$ cat src/rtl/muldiv_unit_if.sv
`default_nettype none
// ============================================================================
// Module   : muldiv_unit_if
// Purpose  : Launch/abort/result bundle between EX-stage control and the
//            iterative RV32M multiply/divide unit.
// Revision : 1.0
// ============================================================================
interface muldiv_unit_if #(
    parameter int N = 32
);
    logic         start;
    logic [2:0]   funct3;
    logic [N-1:0] rs1;
    logic [N-1:0] rs2;
    logic         flush;
    logic         busy;
    logic         done;
    logic [N-1:0] result;

    modport master (
        output start, funct3, rs1, rs2, flush,
        input  busy, done, result
    );

    modport slave (
        input  start, funct3, rs1, rs2, flush,
        output busy, done, result
    );
endinterface
`default_nettype wire

$ cat src/rtl/muldiv_unit.sv
`default_nettype none
// ============================================================================
// Module   : muldiv_unit
// Purpose  : Iterative RV32M MUL/MULH/MULHSU/MULHU/DIV/DIVU/REM/REMU with a
//            fixed N+1 cycle latency and synchronous flush.
// Revision : 1.0
// ============================================================================
module muldiv_unit #(
    parameter int N = 32
) (
    input  wire logic     clk_i,
    input  wire logic     rst_ni,
    muldiv_unit_if.slave  bus
);
    localparam int            CW     = $clog2(N) + 1;
    localparam logic [CW-1:0] C_LAST = CW'(N - 1);
    localparam logic [N-1:0]  C_MINV = {1'b1, {(N-1){1'b0}}};

    typedef enum logic [1:0] {
        S_IDLE = 2'd0,
        S_CALC = 2'd1,
        S_FIN  = 2'd2
    } state_t;

    state_t          state_q, state_d;
    logic [CW-1:0]   cnt_q, cnt_d;
    logic [2:0]      op_q, op_d;
    logic            neg_q, neg_d;
    logic            rneg_q, rneg_d;
    logic            div0_q, div0_d;
    logic            ovf_q, ovf_d;
    logic [N-1:0]    b_q, b_d;
    logic [2*N-1:0]  acc_q, acc_d;
    logic [N-1:0]    rem_q, rem_d;
    logic [N-1:0]    quo_q, quo_d;
    logic            busy_q, busy_d;
    logic            done_q, done_d;
    logic [N-1:0]    result_q, result_d;

    // Operand conditioning at capture
    logic         w_a_signed, w_b_signed, w_a_neg, w_b_neg;
    logic [N-1:0] w_a_mag, w_b_mag;

    assign w_a_signed = (bus.funct3 == 3'b001) || (bus.funct3 == 3'b010) ||
                        (bus.funct3 == 3'b100) || (bus.funct3 == 3'b110);
    assign w_b_signed = (bus.funct3 == 3'b001) || (bus.funct3 == 3'b100) ||
                        (bus.funct3 == 3'b110);
    assign w_a_neg    = w_a_signed && bus.rs1[N-1];
    assign w_b_neg    = w_b_signed && bus.rs2[N-1];
    assign w_a_mag    = w_a_neg ? (~bus.rs1 + 1'b1) : bus.rs1;
    assign w_b_mag    = w_b_neg ? (~bus.rs2 + 1'b1) : bus.rs2;

    // Iteration datapaths
    logic [N:0]   w_sum;
    logic [N:0]   w_shift;
    logic         w_ge;
    logic [N-1:0] w_diff;

    assign w_sum   = {1'b0, acc_q[2*N-1:N]} + {1'b0, (acc_q[0] ? b_q : {N{1'b0}})};
    assign w_shift = {rem_q, quo_q[N-1]};
    assign w_ge    = (w_shift >= {1'b0, b_q});
    // When w_ge holds the true difference is below the divisor, so the low N bits are exact.
    assign w_diff  = w_shift[N-1:0] - b_q;

    // Sign fix-up and special-case selection
    logic [2*N-1:0] w_prod;
    logic [N-1:0]   w_quo, w_rem, w_fin;

    assign w_prod = neg_q ? (~acc_q + 1'b1) : acc_q;
    assign w_quo  = (neg_q && !div0_q) ? (~quo_q + 1'b1) : quo_q;
    assign w_rem  = rneg_q ? (~rem_q + 1'b1) : rem_q;

    always_comb begin
        w_fin = w_quo;
        if (!op_q[2]) begin
            w_fin = (op_q[1:0] == 2'b00) ? w_prod[N-1:0] : w_prod[2*N-1:N];
        end else if (ovf_q) begin
            w_fin = op_q[1] ? {N{1'b0}} : C_MINV;
        end else if (div0_q) begin
            w_fin = op_q[1] ? w_rem : {N{1'b1}};
        end else begin
            w_fin = op_q[1] ? w_rem : w_quo;
        end
    end

    always_comb begin
        state_d  = state_q;
        cnt_d    = cnt_q;
        op_d     = op_q;
        neg_d    = neg_q;
        rneg_d   = rneg_q;
        div0_d   = div0_q;
        ovf_d    = ovf_q;
        b_d      = b_q;
        acc_d    = acc_q;
        rem_d    = rem_q;
        quo_d    = quo_q;
        busy_d   = busy_q;
        done_d   = 1'b0;
        result_d = result_q;

        case (state_q)
            S_IDLE: begin
                if (bus.start) begin
                    state_d = S_CALC;
                    busy_d  = 1'b1;
                    cnt_d   = '0;
                    op_d    = bus.funct3;
                    neg_d   = w_a_neg ^ w_b_neg;
                    rneg_d  = w_a_neg;
                    div0_d  = (bus.rs2 == {N{1'b0}});
                    ovf_d   = bus.funct3[2] && !bus.funct3[0] &&
                              (bus.rs1 == C_MINV) && (bus.rs2 == {N{1'b1}});
                    b_d     = w_b_mag;
                    acc_d   = {{N{1'b0}}, w_a_mag};
                    rem_d   = {N{1'b0}};
                    quo_d   = w_a_mag;
                end
            end
            S_CALC: begin
                if (op_q[2]) begin
                    quo_d = {quo_q[N-2:0], w_ge};
                    rem_d = w_ge ? w_diff : w_shift[N-1:0];
                end else begin
                    acc_d = {w_sum, acc_q[N-1:1]};
                end
                cnt_d = cnt_q + 1'b1;
                if (cnt_q == C_LAST) begin
                    state_d = S_FIN;
                    cnt_d   = '0;
                end
            end
            S_FIN: begin
                state_d  = S_IDLE;
                busy_d   = 1'b0;
                done_d   = 1'b1;
                result_d = w_fin;
            end
            default: begin
                state_d = S_IDLE;
                busy_d  = 1'b0;
            end
        endcase

        // Abort dominates everything, including a same-cycle launch.
        if (bus.flush) begin
            state_d  = S_IDLE;
            cnt_d    = '0;
            busy_d   = 1'b0;
            done_d   = 1'b0;
            result_d = result_q;
        end
    end

    always_ff @(posedge clk_i or negedge rst_ni) begin
        if (!rst_ni) begin
            state_q  <= S_IDLE;
            cnt_q    <= '0;
            op_q     <= 3'b000;
            neg_q    <= 1'b0;
            rneg_q   <= 1'b0;
            div0_q   <= 1'b0;
            ovf_q    <= 1'b0;
            b_q      <= '0;
            acc_q    <= '0;
            rem_q    <= '0;
            quo_q    <= '0;
            busy_q   <= 1'b0;
            done_q   <= 1'b0;
            result_q <= '0;
        end else begin
            state_q  <= state_d;
            cnt_q    <= cnt_d;
            op_q     <= op_d;
            neg_q    <= neg_d;
            rneg_q   <= rneg_d;
            div0_q   <= div0_d;
            ovf_q    <= ovf_d;
            b_q      <= b_d;
            acc_q    <= acc_d;
            rem_q    <= rem_d;
            quo_q    <= quo_d;
            busy_q   <= busy_d;
            done_q   <= done_d;
            result_q <= result_d;
        end
    end

    assign bus.busy   = busy_q;
    assign bus.done   = done_q;
    assign bus.result = result_q;

endmodule
`default_nettype wire

$ cat src/flat_wrapper.sv
// flat-port wrapper written by rule: the top's interface ports become plain ports
module muldiv_unit_flat 
#(
    parameter int N = 32
)
  (clk_i, rst_ni, bus_start, bus_funct3, bus_rs1, bus_rs2, bus_flush, bus_busy, bus_done, bus_result);
  muldiv_unit_if #(.N(N)) bus_i ();
  input  wire logic clk_i;
  input  wire logic rst_ni;
  input wire logic [$bits(bus_i.start)-1:0] bus_start;
  input wire logic [$bits(bus_i.funct3)-1:0] bus_funct3;
  input wire logic [$bits(bus_i.rs1)-1:0] bus_rs1;
  input wire logic [$bits(bus_i.rs2)-1:0] bus_rs2;
  input wire logic [$bits(bus_i.flush)-1:0] bus_flush;
  output wire logic [$bits(bus_i.busy)-1:0] bus_busy;
  output wire logic [$bits(bus_i.done)-1:0] bus_done;
  output wire logic [$bits(bus_i.result)-1:0] bus_result;
  assign bus_i.start = bus_start;
  assign bus_i.funct3 = bus_funct3;
  assign bus_i.rs1 = bus_rs1;
  assign bus_i.rs2 = bus_rs2;
  assign bus_i.flush = bus_flush;
  assign bus_busy = bus_i.busy;
  assign bus_done = bus_i.done;
  assign bus_result = bus_i.result;
  muldiv_unit #(.N(N)) u_core (.clk_i(clk_i), .rst_ni(rst_ni), .bus(bus_i));
endmodule
$ cat config.mk
export PLATFORM = sky130hd
export DESIGN_NAME = muldiv_unit_flat
export DESIGN_NICKNAME = d
export VERILOG_FILES = /design/src/rtl/muldiv_unit_if.sv /design/src/rtl/muldiv_unit.sv /design/src/flat_wrapper.sv
export SDC_FILE = /design/constraint.sdc
export NUM_CORES = 1
export LEC_CHECK = 0
export CORE_MARGIN = 4
export CORE_UTILIZATION = 66
export CTS_CLUSTER_DIAMETER = 150
export CTS_CLUSTER_SIZE = 14
export DETAILED_ROUTE_END_ITERATION = 10
export PLACE_DENSITY = 0.87
export SLEW_MARGIN = 20
export SYNTH_ARGS = -nofsm -noshare
export SYNTH_HDL_FRONTEND = slang
export SYNTH_SLANG_ARGS = --single-unit
$ cat constraint.sdc
create_clock -name clk_i -period 5.6 [get_ports clk_i]
set_input_delay 0.84 -clock clk_i [delete_from_list [all_inputs] [get_ports clk_i]]
set_output_delay 0.84 -clock clk_i [all_outputs]
set_load 0.02 [all_outputs]
Yosys cells after proc, flatten, opt, wreduce, memory -nomap -nowiden
Index checks and enable logic that the tools add are counted.
{"block": "op_classes", "n_addsub": 8, "order_cmp": 1, "eq_ne": 15, "mux": 36, "bitwise_logic": 7, "n_reduce_logical": 25}
{"op": "2-to-1 mux 32 bit", "count": 17}
{"op": "2-to-1 mux 64 bit", "count": 3}
{"op": "adder 32 x 1 -> 32 bit (second input constant)", "count": 4}
{"op": "NOT 32 bit", "count": 4}
{"op": "case mux 32 bit (2 select lines)", "count": 2}
{"op": "case mux 64 bit (2 select lines)", "count": 1}
{"op": "adder 64 x 1 -> 64 bit (second input constant)", "count": 1}
{"op": "== test 32 bit (second input constant)", "count": 2}
{"op": "NOT 64 bit", "count": 1}
{"op": "adder 32 x 32 -> 33 bit", "count": 1}
{"op": "greater-or-equal comparator 33 x 32 -> 1 bit", "count": 1}
{"op": "zero test 32 bit", "count": 1}
{"op": "subtractor 32 bit", "count": 1}
{"op": "2-to-1 mux 6 bit", "count": 3}
{"op": "case mux 6 bit (2 select lines)", "count": 1}
{"op": "AND reduction 2 bit", "count": 5}
{"op": "adder 6 x 1 -> 6 bit (second input constant)", "count": 1}
{"op": "== test 3 bit (second input constant)", "count": 2}
{"op": "== test 6 x 5 -> 1 bit (second input constant)", "count": 1}
{"op": "logical AND 1 bit", "count": 6}
{"op": "2-to-1 mux 2 bit", "count": 3}
{"op": "!= test 2 bit (second input constant)", "count": 3}
{"op": "AND reduction 3 bit", "count": 2}
{"op": "logical OR 1 bit", "count": 5}
{"op": "other kinds (16)", "count": 21}
{"block": "totals", "register_bits": 209, "input_bits": 71, "out_inout_bits": 34, "word_cells": 106}

Depth between registers and ports, before layout
Gate-level depths: netlist (run 1).
{"block": "depth", "depth_word": 8, "mapped_depth": 14}

Least setup slack after synthesis (run 1)
No wires, ideal clock.
{"block": "synth_timing", "path_type": "input -> register", "from": "input bus_rs1[10]", "to": "register u_core.acc_q[28]", "t_arrival_ns": 3.243, "slack_ns": 2.233, "cell_stages": 7, "cell_sequence": "or4_1 > or4_1 > or4_1 > o31ai_1 > xor2_1 > nor2_1 > a211o_1"}
{"block": "synth_via", "elab_chain_len": 5}
{"item": "start: declaration", "line": "flat_wrapper.sv:12", "source": "input wire logic [$bits(bus_i.rs1)-1:0] bus_rs1;"}
{"item": "NOT 32 bit", "line": "muldiv_unit.sv:50", "source": "assign w_a_mag = w_a_neg ? (~bus.rs1 + 1'b1) : bus.rs1;"}
{"item": "adder 32 x 1 -> 32 bit", "line": "muldiv_unit.sv:50"}
{"item": "2-to-1 mux 32 bit", "line": "muldiv_unit.sv:50"}
{"item": "2-to-1 mux 64 bit", "line": "muldiv_unit.sv:104", "source": "if (bus.start) begin"}
{"item": "case mux 64 bit (2 select lines)", "line": "muldiv_unit.sv:102", "source": "case (state_q)"}
{"item": "end signal: assignment", "line": "muldiv_unit.sv:165", "source": "acc_q <= '0;"}
{"item": "end signal: assignment", "line": "muldiv_unit.sv:180", "source": "acc_q <= acc_d;"}
{"item": "end: declaration", "line": "muldiv_unit.sv:33", "source": "logic [2*N-1:0] acc_q, acc_d;"}
Every way passes these cells. The select of a mux whose other input is x is not followed.
A chain may end at the register's enable or synchronous reset.

Worst setup path in the final report (run 1)
{"block": "layout_timing", "from": "register u_core.acc_q[0]", "to": "register u_core.acc_q[56]"}
{"block": "layout_via", "elab_chain_len": 4}
{"item": "2-to-1 mux 32 bit", "line": "muldiv_unit.sv:59", "source": "assign w_sum = {1'b0, acc_q[2*N-1:N]} + {1'b0, (acc_q[0] ? b_q : {N{1'b0}})};"}
{"item": "adder 32 x 32 -> 33 bit", "line": "muldiv_unit.sv:59"}
{"item": "2-to-1 mux 64 bit", "line": "muldiv_unit.sv:121", "source": "if (op_q[2]) begin"}
{"item": "case mux 64 bit (2 select lines)", "line": "muldiv_unit.sv:102"}
Every way passes these cells. The select of a mux whose other input is x is not followed.

==> impl_results.md, run 1 <==
* Cells after synthesis at 2,117
* Fillers at roughly 2,000
* Vias in the first global route at 16,100
* CTS Buffer Depth at 3
* Final Hold Fails at 0
* DRT antenna net count at 0
* Most frequent cell after synthesis: o21ai_0
* Initial antenna violation count at 0
* IO Port Bufs at 104
* Post-synthesis cell area at 0.0168 sq mm
* Post-synth EDFFs at 0
* ANT cells at 0
* CP max-delay cell: a31oi_1
* Core area at roughly 0.025 sq mm
* Area grow syn2layout at 9.69%
* Worst Hold Class: input port to async pin
* MaxCap Viol Count at 0
* Syn nets at 2,261
* Maximum VDD drop at 239 uV
* Syn. warnings at 0
* Clock Skews at 12.2 ps
* CTS tree: built
* Crit-path max cell delay at 580 ps
* Gr ovfl total at 0
* First-pass GRT wire length at 91,700 um
* TritonRoute pass-1 iters at 6
* NumNets Final at roughly 2,300
* Pwr dens at 329 mW/mm^2
* Achievable Freq at 0.248 GHz
* Post-synth top area cell: dfrtp_1
* Finish-stage setup viols at 0
* Setup Total Neg Slack at 0 ps
* Unrepaired setup endpoints after global routing: no
* Placed Area at 0.0180 sq mm
* Top area cells in the synthesized netlist: dfrtp_1 31%, o21ai_0 7.3%, xor2_1 6.1%
* Io pins at 105
* H-tree level count at 1
* Clock slew at reported path FFs at 80 ps
* Initial DRC count at 2,389
* Synthesis-stage register bit count at about 210
* CP Class: flip-flop to flip-flop
* Critical path fanouts, max at 29
* Max-slew violation count at 0
* Global Route Usage Sum at 0.409
* Post-DP HPWL at ~44,000 um
* Library cells used by synthesis at 74
* Tot Pwr at 6.08 mW
* Post-CTS Resized at 0
* CTS Buf Count at 18
* Final wirelength at 59,300 um
* Gp weighted congestion at 1.03
* Die Area at ~0.028 sq mm
* Synth async-reset ratio at 1.00
* Synth cell count leaders: 246 x o21ai_0, 222 x nand2_1, 209 x dfrtp_1
* Standard-cell rows at 58
* Fraction of layout cells with a size suffix above 1 at 0.0351
* Hold slack at 427 ps
* CTS Hold Bufs at 0
* Sequential fraction of the synthesis area at 0.311
* Worst EP required at 6010 ps
* Clock Tree Root: clkbuf_16
* Crit path max-delay family: compound AO/OA/AOI/OAI gates
* Largest net degree at the start of global routing at 115
* Vias at 17,400
* Clock sink count at 209
* Setup repair bufs after CTS at 0
* P_leak at 7.78 nW
* Die height at 168 um
* Critical Path AT at 4450 ps
* CP Capture Type: flip-flop
* Wirelength per Cell at about 24 um
* Least-Margin Pin Slew at around 1100 ps
* Clock Latency Late Sink at roughly 510 ps
* Mapped Avg Cell Area at 7.95 sq um
* Area share of the largest cell type after synthesis at 0.311
* Minimum clock period at 4040 ps
* Top FF cell, synth: dfrtp_1
* CP cell instances: inv_1 -> buf_4 -> nor2_1 -> ha_1 -> a21o_1 -> a221o_1 -> a31oi_1 -> o21ai_0 -> a211o_1 -> a2111o_1 -> o211ai_1
* Routed vias/inst at 7.06
* Starting Density at 0.670
* Final instance area at approximately 0.018 sq mm
* Status: completed
* Drt drc at 0
* Max-slew headroom at 0.257
* Chip width at 168 um
* CP bufs+invs at 2
* Final period util at 0.721
* Crit start category: flip-flop
[cell families after synthesis]
group / count (synthesis) / share of synthesized area
xor+xnor: 219 / 0.114
simple gates: 678 / 0.191
mux: 13 / 0.00788
fa+ha+maj: 73 / 0.0552
buf+inv: 201 / 0.0454
flops: 209 / 0.311
compound gates: 724 / 0.276
[final timing paths]
path / start / to / slack [ps] / cells past startpoint
min in group clk_i: u_core.b_q[16] / u_core.b_q[16] / 480 / 2
setup / recovery: u_core.acc_q[0] / u_core.acc_q[56] / 1560 / 11
max in group asynchronous: rst_ni / u_core.acc_q[29] / 3830 / 2
hold reg to reg: u_core.b_q[16] / u_core.b_q[16] / 480 / 2
hold / removal: rst_ni / u_core.quo_q[21] / 430 / 1
setup reg to reg: u_core.acc_q[0] / u_core.acc_q[56] / 1560 / 11
[registers in the layout, indices dropped and copies added, names as in the netlist, 2 cells and up]
| signal | cells |
|---|---|
| u_core.acc_q | 64 |
| u_core.bus.result | 32 |
| u_core.quo_q | 32 |
| u_core.rem_q | 32 |
| u_core.b_q | 32 |
| u_core.cnt_q | 6 |
| u_core.state_q | 2 |
| u_core.op_q | 3 |
[power breakdown]
part	switching [mW]	internal (mW)	total (mW)	leakage [nW]
registers	0.455	1.77	2.22	2.70
logic	1.68	0.995	2.68	4.84
clock network	0.576	0.604	1.18	0.237
total	2.71	3.37	6.08	7.78
[worst register-to-register path: stages, from the launching register on]
cell and delay (ps):
dfrtp_1 500, inv_1 230, buf_4 340, nor2_1 80, ha_1 340, a21o_1 230, a221o_1 420, a31oi_1 580
o21ai_0 340, a211o_1 380, a2111o_1 410, o211ai_1 100
[per-layer routing]
layer	wire length [um]	track usage	share of wire	vias up
met3	6970	0.0699	0.12	235
li1	-	-	-	7787
met1	22200	0.547	0.37	8178
met2	25100	0.614	0.42	1231
met4	4930	0.269	0.083	0
met5	0	0	0	-
[through the flow]
stage,worst slack (ps),utilization,cells
after floorplan,2230,-,2117
after global placement,1530,0.716,2447
after detailed placement,1530,0.716,2447
after CTS,1650,0.735,2468
after global routing,1270,0.735,2468
final,1560,0.735,2468
[placed cells by master, fill, tap and decap left out, types with 71 or more instances in the layout]
cell type | Yosys | final
inv_1 | 77 | 77
xnor2_1 | 102 | 102
nand2_1 | 222 | 222
o21ai_0 | 246 | 246
xor2_1 | 117 | 117
dfrtp_1 | 209 | 208
nor2_1 | 162 | 157
clkdlybuf4s50_1 | 0 | 103
a21oi_1 | 153 | 153
ha_1 | 71 | 71
nand3_1 | 75 | 75
[cell type report]
class | instances | area [sq um] | share of cell area
clock buffer | 21 | 483 | 0.0262
inverter | 79 | 297 | 0.0161
multi-input combinational | 1707 | 10900 | 0.588
sequential | 209 | 5230 | 0.283
tap | 330 | 413 | 0.0224
timing repair buffer | 122 | 1180 | 0.0639
Power figures use the tool's default switching activity.
==> run 2, diff against run 1 <==
--- a/config.mk
+++ b/config.mk
@@ -6,11 +6,11 @@
 export NUM_CORES = 1
 export LEC_CHECK = 0
 export CORE_MARGIN = 4
-export CORE_UTILIZATION = 66
+export CORE_UTILIZATION = 55
 export CTS_CLUSTER_DIAMETER = 150
 export CTS_CLUSTER_SIZE = 14
 export DETAILED_ROUTE_END_ITERATION = 10
-export PLACE_DENSITY = 0.87
+export PLACE_DENSITY = 0.78
 export SLEW_MARGIN = 20
 export SYNTH_ARGS = -nofsm -noshare
 export SYNTH_HDL_FRONTEND = slang
==> constraint.sdc (replaced) <==
create_clock -name clk_i -period 3.68 [get_ports clk_i]
set_input_delay 0.552 -clock clk_i [delete_from_list [all_inputs] [get_ports clk_i]]
set_output_delay 0.552 -clock clk_i [all_outputs]
set_load 0.02 [all_outputs]
==> impl_results.md, run 2 (synthesis gave the netlist of run 1 again) <==
* Max-slew headroom at 0.281
* Commonest non-fill, non-tap cell in the layout: o21ai_0
* Crit-path most repeated cell: or4_4
* Fin util at 0.639
* Fillers at 2,647
* Clock Skews at 23.5 ps
* Crit path max-delay family: simple AND/OR/NAND/NOR gates
* Wirelength per Cell at roughly 24 um
* P_leak at 8.10 nW
* Global Route Usage Sum at 0.358
* CP Capture Type: flip-flop
* Largest net degree at the start of global routing at 74
* Clock Latency Late Sink at 510 ps
* Io pins at 105
* Gr ovfl total at 0
* Pwr dens at 648 mW/mm^2
* Int Power at 6.36 mW
* NumNets Final at 2,349
* CTS Buf Count at 18
* IO Port Bufs at about 100
* Die Area at 0.0335 sq mm
* Clock slew at reported path FFs at ~80 ps
* R2R depth at 8
* Power share of the clock group at 0.147
* Standard-cell rows at between 60 and 70
* CP cell instances: or4_4 -> or3_1 -> or3_4 -> or4_4 -> o41ai_2 -> xor2_1 -> o21ai_1 -> a21o_1
* Unrepaired setup endpoints after global routing: no
* Maximum VDD drop at 406 uV
* CTS Buffer Depth at 3
* H-tree level count at 1
* CP bufs+invs at 0
* CTS tree: built
* MaxCap Viol Count at 0
* Vias at 17,300
* Routed vias/inst at ~6.6
* Initial antenna violation count at 0
* Status: completed
* Finish-stage setup viols at 0
* Tot Pwr at 12.4 mW
* DRT antenna net count at 0
* Vias in the first global route at 15,900
* Power share of the sequential group at 0.297
* CP Class: flip-flop to flip-flop
* Max reg flops at 64
* Achievable Freq at about 0.29 GHz
* First-pass GRT wire length at around 95,000 um
* Switch Pwr at 6.01 mW
* Switching part of the total at 0.486
* Clock sink count at 209
* CP max-delay cell: or4_4
* Max-slew violation count at 0
* Final wirelength at between 60,000 and 70,000 um
* Worst Hold Class: input port to async pin
* Post-DP HPWL at 47,300 um
* Drt drc at 0
* Minimum clock period at 3500 ps
* Area grow syn2layout at 13.5%
* Worst EP required at 4090 ps
* Final period util at 0.951
* Fraction of layout cells with a size suffix above 1 at 0.0653
* Least-Margin Pin Slew at 1080 ps
* Crit-path max cell delay at 540 ps
* Critical Path AT at 3910 ps
* Die height at 183 um
* ANT cells at 0
* Final Hold Fails at 0
* Starting Density at 0.563
* Clock Tree Root: clkbuf_16
* Gp weighted congestion at 1.02
* WP depth at 8
* Crit start category: flip-flop
* Critical path fanouts, max at 13
* Most frequent cells in the layout: 245 x o21ai_0, 222 x nand2_1, 208 x dfrtp_1, 158 x nor2_1, 153 x a21oi_1
* Logic gate share of total power at 0.556
* Core area at 0.0299 sq mm
* Setup Total Neg Slack at 0 ps
* Setup repair bufs after CTS at 0
* TritonRoute pass-1 iters at 7
* Reg with most FFs: u_core.acc_q
* Chip width at 183 um
* Hold slack at ~69 ps
* Initial DRC count at 1,884
run 2: worst reg2reg max path, stage by stage, from the launching register on:
cell and delay, ps:
dfrtp_1 470, or4_4 540, or3_1 420, or3_4 510
or4_4 530, o41ai_2 320, xor2_1 310, o21ai_1 110
a21o_1 220
run 2: power groups by stage:
stage,clock network (mW),logic (mW),registers (mW)
2_1_floorplan,0,2.88,3.11
3_3_place_gp,0,6.56,3.65
3_5_place_dp,0,6.67,3.67
4_1_cts,1.83,6.71,3.63
5_1_grt,1.91,7.51,3.74
6_report,1.82,6.88,3.67
run 2: layout make-up:
type	count	area, sq um	area share
multi-input combinational	1707	10900	0.569
clock buffer	21	483	0.0253
tap	390	488	0.0256
timing repair buffer	190	1730	0.0905
sequential	209	5230	0.274
inverter	79	297	0.0155
run 2: through the flow:
stage | instances | area (sq um) | worst slack, ps
finish | 2596 | 19100 | 180
global route | 2596 | 19100 | 6.82
CTS | 2596 | 19100 | 101
detailed placement | 2575 | 18600 | 124
global placement | 2575 | 18600 | 111
floorplan | 2117 | 16800 | 401
run 2: path summary, 6_finish.rpt:
| kind | start | end | slack, ps |
|---|---|---|---|
| worst min register to register | u_core.b_q[28] | u_core.b_q[28] | 480 |
| max in group asynchronous | rst_ni | u_core.acc_q[9] | 2820 |
| worst max-delay path | u_core.acc_q[10] | u_core.bus.result[27] | 180 |
| worst max register to register | u_core.acc_q[10] | u_core.bus.result[27] | 180 |
| min in group clk_i | u_core.b_q[28] | u_core.b_q[28] | 480 |
| worst min-delay path | rst_ni | u_core.quo_q[5] | 70 |
run 2: repair_timing:
action,4_1_cts,5_1_grt
setup endpoints to repair,0,29
hold buffers,0,0
gates resized for setup,0,5
run 2: routing by layer:
| metal | share of wire | routed length [um] | GRT usage |
|---|---|---|---|
| met1 | 0.41 | 25300 | 0.501 |
| met2 | 0.43 | 26400 | 0.541 |
| met3 | 0.082 | 5010 | 0.0393 |
| met4 | 0.075 | 4600 | 0.207 |
| met5 | 0 | 0 | 0 |
==> run 3, diff against run 2 <==
--- a/config.mk
+++ b/config.mk
@@ -5,13 +5,15 @@
 export SDC_FILE = /design/constraint.sdc
 export NUM_CORES = 1
 export LEC_CHECK = 0
+export CELL_PAD_IN_SITES_DETAIL_PLACEMENT = 0
+export CELL_PAD_IN_SITES_GLOBAL_PLACEMENT = 1
 export CORE_MARGIN = 4
-export CORE_UTILIZATION = 55
+export CORE_UTILIZATION = 42
 export CTS_CLUSTER_DIAMETER = 150
 export CTS_CLUSTER_SIZE = 14
 export DETAILED_ROUTE_END_ITERATION = 10
-export PLACE_DENSITY = 0.78
-export SLEW_MARGIN = 20
+export PLACE_DENSITY_LB_ADDON = 0.1
+export SKIP_CTS_REPAIR_TIMING = 1
 export SYNTH_ARGS = -nofsm -noshare
 export SYNTH_HDL_FRONTEND = slang
 export SYNTH_SLANG_ARGS = --single-unit
==> impl_results.md, run 3 (synthesis gave the netlist of run 1 again) <==
* Clock Latency Late Sink at about 530 ps
* CP Capture Type: flip-flop
* Clock sink count at 209
* Core area at 0.0396 sq mm
* CP max-delay cell: or4_4
* Max-slew violation count at 0
* Worst Hold Class: input port to async pin
* Setup ws final at 160 ps
* R2r setup slk at ~160 ps
* Vias in the first global route at about 16,000
* Critical Path AT at 3930 ps
* FF-to-FF End: u_core.bus.result[31]
* R2R depth at 9
* Starting Density at 0.425
* Gr ovfl total at 0
* CTS tree: built
* Post-DP HPWL at 50,700 um
* TritonRoute pass-1 iters at 5
* Clock Skews at 23.0 ps
* CTS Buf Count at 18
* P_leak at 8.24 nW
* Io pins at 105
* Crit path max-delay family: simple AND/OR/NAND/NOR gates
* Most frequent cells in the layout: 246 x o21ai_0, 221 x nand2_1, 208 x dfrtp_1, 157 x nor2_1, 153 x a21oi_1
* Initial DRC count at between 1,500 and 2,000
* Achievable Freq at 0.284 GHz
* Clock Tree Root: clkbuf_16
* Crit-path max cell delay at 550 ps
* Die Area at between 0.04 and 0.05 sq mm
* First-pass GRT wire length at 98,800 um
* Final Hold Fails at 0
* Setup Total Neg Slack at 0 ps
* Worst EP required at 4090 ps
* Wirelength per Cell at 23.7 um
* Gp weighted congestion at between 0.9 and 1
* Fillers at 3,931
* Clock slew at reported path FFs at 80 ps
* Max reg flops at 64
* Reg with most FFs: u_core.acc_q
* Critical path fanouts, max at 13
* IO Port Bufs at 104
* Tot Pwr at 9.54 mW
* Worst Setup SP: u_core.acc_q[13]
* CP cell instances: or4_4 -> or3_1 -> buf_4 -> or3_4 -> or2_1 -> nor4_1 -> mux2_2 -> o21ai_0 -> o211ai_1
* Finish-stage setup viols at 0
* CTS Buffer Depth at 3
* Drt drc at 0
* Chip width at 208 um
* Place WS at 114 ps
* R2R Path Start: u_core.acc_q[13]
* Unrepaired setup endpoints after global routing: no
* Final wirelength at 65,300 um
* Max-slew headroom at 0.322
* CP Class: flip-flop to flip-flop
* Die height at 208 um
* Routed vias/inst at 6.10
* Commonest non-fill, non-tap cell in the layout: o21ai_0
* Largest net degree at the start of global routing at 84
* NumNets Final at 2,370
* Vias at 16,800
* CP bufs+invs at 1
* DRT antenna net count at 0
* Maximum VDD drop at 252 uV
* Initial antenna violation count at 1
* Area grow syn2layout at 15.6%
* Pwr dens at ~500 mW/mm^2
* Minimum clock period at between 3000 and 4000 ps
* MaxCap Viol Count at 0
* Crit start category: flip-flop
* Dpl cells at 2,731
* Fraction of layout cells with a size suffix above 1 at 0.0741
* Least-Margin Pin Slew at slightly above 1000 ps
* Global Route Usage Sum at 0.290
* Fin cells at 2,753
* Status: completed
* Standard-cell rows at 73
* Final period util at 0.957
* H-tree level count at 1
run 3: cell count changes in the layout (fill, tap and decap cells not counted), sizes merged:
cell / change
buf: +22
clkbuf: -1
diode: +1
run 3: per-layer routing:
metal  vias to the layer above  global-route usage  wire (um)
met5                         -                   0          0
met4                         0               0.107       2730
met3                       111              0.0381       4620
met2                       623               0.473      29800
met1                      8080               0.397      28100
li1                       7968                   -          -
run 3: layout make-up:
class	count	area [sq um]	area share
Clock buffer	21	483	0.0248
Multi-Input combinational cell	1707	10900	0.559
Antenna cell	1	2.50	0.000129
Tap cell	525	657	0.0338
Inverter	79	297	0.0152
Sequential cell	209	5230	0.269
Timing Repair Buffer	211	1910	0.0983
run 3: power by group:
group	internal [mW]	switching (mW)	leakage [nW]
sequential	2.69	0.621	2.70
combinational	1.68	2.69	5.30
clock	0.921	0.935	0.237
total	5.29	4.25	8.24
run 3: worst reg2reg max path, stage by stage (launching register included):
cell and delay (ps):
dfrtp_1 420, or4_4 550, or3_1 450, buf_4 200, or3_4 480, or2_1 360, nor4_1 350, mux2_2 380
o21ai_0 140, o211ai_1 100
run 3: stage by stage:
step / utilization / cell area, sq um / hold WS [ps]
after floorplan: - / 16800 / 256
after global placement: 0.478 / 19000 / 461
final: 0.491 / 19500 / 26.1
after global routing: 0.491 / 19400 / 79.9
after detailed placement: 0.478 / 19000 / 470
after CTS: 0.491 / 19400 / 60.1
run 3: worst max-delay path by stage:
| stage | endpoint | slack (ps) | depth (start not counted) |
|---|---|---|---|
| 2_1_floorplan | u_core.acc_q[56] | 400 | 12 |
| 3_3_place_gp | u_core.acc_q[28] | 100 | 8 |
| 3_5_place_dp | u_core.acc_q[28] | 110 | 8 |
| 4_1_cts | u_core.bus.result[31] | 150 | 9 |
| 5_1_grt | u_core.bus.result[22] | 5 | 9 |
| 6_report | u_core.bus.result[31] | 160 | 9 |
